## config.mk

```make
export PLATFORM = sky130hd
export DESIGN_NAME = pipe_skid_stage
export DESIGN_NICKNAME = d
export VERILOG_FILES = /design/src/rtl/pipe_skid_stage.sv
export SDC_FILE = /design/constraint.sdc
export NUM_CORES = 1
export LEC_CHECK = 0
export BUFFER_PORTS_ARGS = -buffer_cell sky130_fd_sc_hd__buf_2
export CAP_MARGIN = 25
export CORE_UTILIZATION = 43
export CTS_BUF_LIST = sky130_fd_sc_hd__clkbuf_16
export DETAILED_ROUTE_END_ITERATION = 12
export HOLD_SLACK_MARGIN = 0.15
export PLACE_DENSITY = 0.76
export SETUP_SLACK_MARGIN = 0.05
export SYNTH_ARGS = -nofsm -noshare
export SYNTH_HDL_FRONTEND = slang
export SYNTH_SLANG_ARGS = --single-unit
```

## constraint.sdc

```tcl
create_clock -name clk -period 2.2 [get_ports clk]
set_clock_uncertainty 0.15 [all_clocks]
set_input_delay 0.44 -clock clk [delete_from_list [all_inputs] [get_ports clk]]
set_output_delay 0.44 -clock clk [all_outputs]
set_load 0.02 [all_outputs]
```

## src/rtl/pipe_skid_stage.sv

```systemverilog
// pipe_skid_stage: elastic two-entry (main + skid) pipeline stage with
// valid/ready on both sides and a synchronous flush. o_ready is taken from
// registered state only, so downstream i_ready never reaches it through logic.
module pipe_skid_stage #(
    parameter int DATA_WIDTH = 32,
    parameter int NUM_REG    = 1
) (
    input  logic                          clk,
    input  logic                          rst,
    input  logic                          i_valid,
    input  logic [NUM_REG*DATA_WIDTH-1:0] i_data,
    output logic                          o_ready,
    output logic                          o_valid,
    output logic [NUM_REG*DATA_WIDTH-1:0] o_data,
    input  logic                          i_ready,
    input  logic                          i_flush,
    output logic [1:0]                    o_count
);

    localparam int W = NUM_REG * DATA_WIDTH;

    // Occupancy states; encoding doubles as the occupancy count.
    typedef enum logic [1:0] {
        EMPTY = 2'd0,
        ONE   = 2'd1,
        TWO   = 2'd2
    } state_e;

    state_e         state_q, state_d;
    logic [W-1:0]   main_q, main_d;
    logic [W-1:0]   skid_q, skid_d;
    logic           acc;
    logic           xfer;

    // Handshake outputs decoded purely from registered state.
    always_comb begin
        o_valid = (state_q != EMPTY);
        o_ready = (state_q != TWO);
        o_data  = main_q;
        unique case (state_q)
            EMPTY:   o_count = 2'd0;
            ONE:     o_count = 2'd1;
            TWO:     o_count = 2'd2;
            default: o_count = 2'd0;
        endcase
    end

    // Next-state and datapath loads; entries only load on an accepted word.
    always_comb begin
        // NOTE: every signal gets a hold default first so no path leaves it
        // unassigned, which would otherwise infer a latch.
        state_d = state_q;
        main_d  = main_q;
        skid_d  = skid_q;
        acc     = i_valid & o_ready;
        xfer    = o_valid & i_ready;

        if (i_flush) begin
            // Held words are dropped; stale main/skid are harmless because
            // o_valid drops with the state.
            state_d = EMPTY;
        end else begin
            unique case (state_q)
                EMPTY: begin
                    if (acc) begin
                        main_d  = i_data;
                        state_d = ONE;
                    end
                end
                ONE: begin
                    if (acc && xfer) begin
                        main_d = i_data;
                    end else if (xfer) begin
                        state_d = EMPTY;
                    end else if (acc) begin
                        skid_d  = i_data;
                        state_d = TWO;
                    end
                end
                TWO: begin
                    // o_ready is low here, so nothing can be accepted.
                    if (xfer) begin
                        main_d  = skid_q;
                        state_d = ONE;
                    end
                end
                default: state_d = EMPTY;
            endcase
        end
    end

    // State and entry registers with asynchronous reset.
    always_ff @(posedge clk or posedge rst) begin
        if (rst) begin
            // NOTE: the data entries are reset as well so o_data reads zero
            // during and right after reset instead of leftover contents.
            state_q <= EMPTY;
            main_q  <= '0;
            skid_q  <= '0;
        end else begin
            // NOTE: non-blocking assignments so every register samples the
            // pre-edge values computed above, independent of statement order.
            state_q <= state_d;
            main_q  <= main_d;
            skid_q  <= skid_d;
        end
    end

endmodule

```

==> metrics.txt <==
Synth Cell Area 2990 um^2; Die W 85.4 um; Placed Instances 337; detailed-route via count 1,785; ANT cells 0; Worst Path Max Fanout 20; Worst-path clk slew 50 ps; class of the worst hold path input pin to flip-flop; clock sinks 66; standard-cell rows 30; Core Region 6760 um^2; Final HPWL DP 3.64 mm; Worst Reg-to-Reg Cells 4; global-route wire length before repair 9.42 mm; Root Driver clkbuf_16; Pleak 1.77 nW; Synth Register Bits 66; EDFF count, synth 0; Num CTS Buffers 9; setup_tns 0 ps; Die ar. 7300 um^2; GPL Wtd Cong 0.733; Post-Syn Area per Cell 15.9 um^2; Mapped Cells 188; top-count cell post-synth mux2_2; worst vdd ir 0.544 mV; ANT nets after route 0; Final Non-Filler Cells 354; gr usage total 17.0%; Critical Path End Type output port; count of yosys warnings during synthesis 0; Post-Syn Nets 225; commonest cells in the synthesized netlist 86 x mux2_2, 66 x dfrtp_1, 10 x mux2_4; largest net degree at the start of global routing 67; multi-input logic area 1240 um^2; final wirelength 5.57 mm; Hold Path Stages 2; max capacitance violation total 0; FMAX 502 MHz; Slew headroom 77.9%; # DRC 0; dominant synthesized flop cell dfrtp_1; Final Hold Fails 0; Synth area leaders dfrtp_1 55%, mux2_2 32%, mux2_4 5.0%; Reg area 1650 um^2; CTS tree yes; actual slew at the worst max-slew pin 322 ps; number of buffers added on ports 72; RSZ-0062 raised after global routing false; min Tclk post-route 1990 ps; antenna violations before repair 0; P&R area growth vs syn 24.7%; CP max stage cell dfrtp_1; cells along the critical path nand2b_2 > buf_6 > inv_1 > buf_2; post-synthesis async set-or-reset flop share 100%; PD cells 1020 nW/um^2; Slew Viols, Final 0; instance count on the critical path 4; area leader, netlist dfrtp_1; Clk Latency, worst-skew pair 310 ps; vias in the first global route 1,958; Netlist cell types 19; Die H 85.4 um; endpoints failing setup 0; Nets 306; post-CTS setup buffer count 0; WS Path Type flip-flop to output port; TritonRoute pass-1 iters 4; share of cells above drive strength 1 70.8%; Setup crit start kind flip-flop; DR iter-0 viols 36; Initial Util 44.3%; Synth top area share 55.2%; detailed-route wire length per cell 15.7 um; num ports 73; CP arrival 1400 ps; routed vias/inst 5.04; final core occ 55.2%; Filler Cell Count 565; hold_ws 217 ps; Largest delay share family, worst path flip-flops; part of the cycle the worst path needs 90.5%; H-tree levels 3; status completed; CP bufs+invs 3; register area share after synthesis 55.2%; Bufs on Longest Clock Path 2; CP peak stage delay 440 ps; gr ovfl total 0; Worst EP required 1610 ps
layout make-up:
| type | instances | area share [%] |
|---|---|---|
| well taps | 80 | 2.68 |
| multi-input cells | 110 | 33.2 |
| repair buffers | 80 | 12.1 |
| inverters | 2 | 0.302 |
| flip-flops and latches | 66 | 44.3 |
| clock inverters | 7 | 1.41 |
| clock buffers | 9 | 6.04 |
flip-flops by register name, summed over array words and instances, names as in the netlist:
register	count
o_data	32
skid_q	32
state_q	2
cell families after synthesis:
logic type | count (synthesis) | share of synthesized area, %
buf+inv | 12 | 3.51
mux | 97 | 37.7
simple gates | 9 | 1.92
flops | 66 | 55.2
compound gates | 4 | 1.67
power by group:
part / total (mW) / leakage, nW / internal [mW] / switching, mW
clock: 1.31 / 0.142 / 0.851 / 0.464
sequential: 1.66 / 0.796 / 1.52 / 0.149
combinational: 0.810 / 0.828 / 0.427 / 0.383
repair_timing:
| item | CTS | global route |
|---|---|---|
| gates resized for setup | 0 | 1 |
| setup endpoints to repair | 0 | 1 |
| endpoints found under the hold margin | 66 | 0 |
| hold buffers | 1 | 0 |
placed cells by master, fill, tap and decap left out, drive strengths merged:
master,netlist,layout
nand3,1,1
bufinv,0,1
mux2i,1,1
nand2b,1,1
nor2,2,2
clkinv,0,4
clkinvlp,0,1
or2,2,2
mux2,96,96
buf,10,79
inv,2,3
dfrtp,66,66
a21oi,1,1
o32ai,1,1
dlygate4sd3,0,1
nand2,1,1
or3b,1,1
and2b,1,1
o31ai,1,1
clkbuf,0,9
o21ba,1,1
worst paths after layout:
kind | startpoint | endpoint | slack [ps]
max in group asynchronous | rst | skid_q[5] | 1000
hold reg to reg | o_data[17] | o_data[17] | 350
setup / recovery | state_q[0] | o_count[1] | 210
hold / removal | i_data[29] | skid_q[29] | 220
min in group asynchronous | rst | o_data[30] | 600
setup reg to reg | state_q[1] | o_data[31] | 330
per-stage QoR:
stage	total power [mW]	area (um^2)	worst slack, ps
finish	3.79	3730	209
floorplan	2.23	3000	501
global route	3.99	3730	94.9
detailed placement	2.50	3440	237
CTS	3.85	3730	117
global placement	2.46	3440	254
per-layer routing:
metal  part of all wire [%]  vias up  track usage [%]
met1                     45      895             21.1
met4                   0.43        0             4.09
met2                     49       51             28.2
met3                    5.3        2             6.32
li1                       -      837                -
met5                      0        -                0
worst register-to-register path, cell delays in order (launching register included):
cell     delay [ps]
dfrtp_1         440
or2_2           350
o32ai_4         140
buf_4           300
mux2_2          370
No activity file was read; power rests on OpenSTA's default activity.
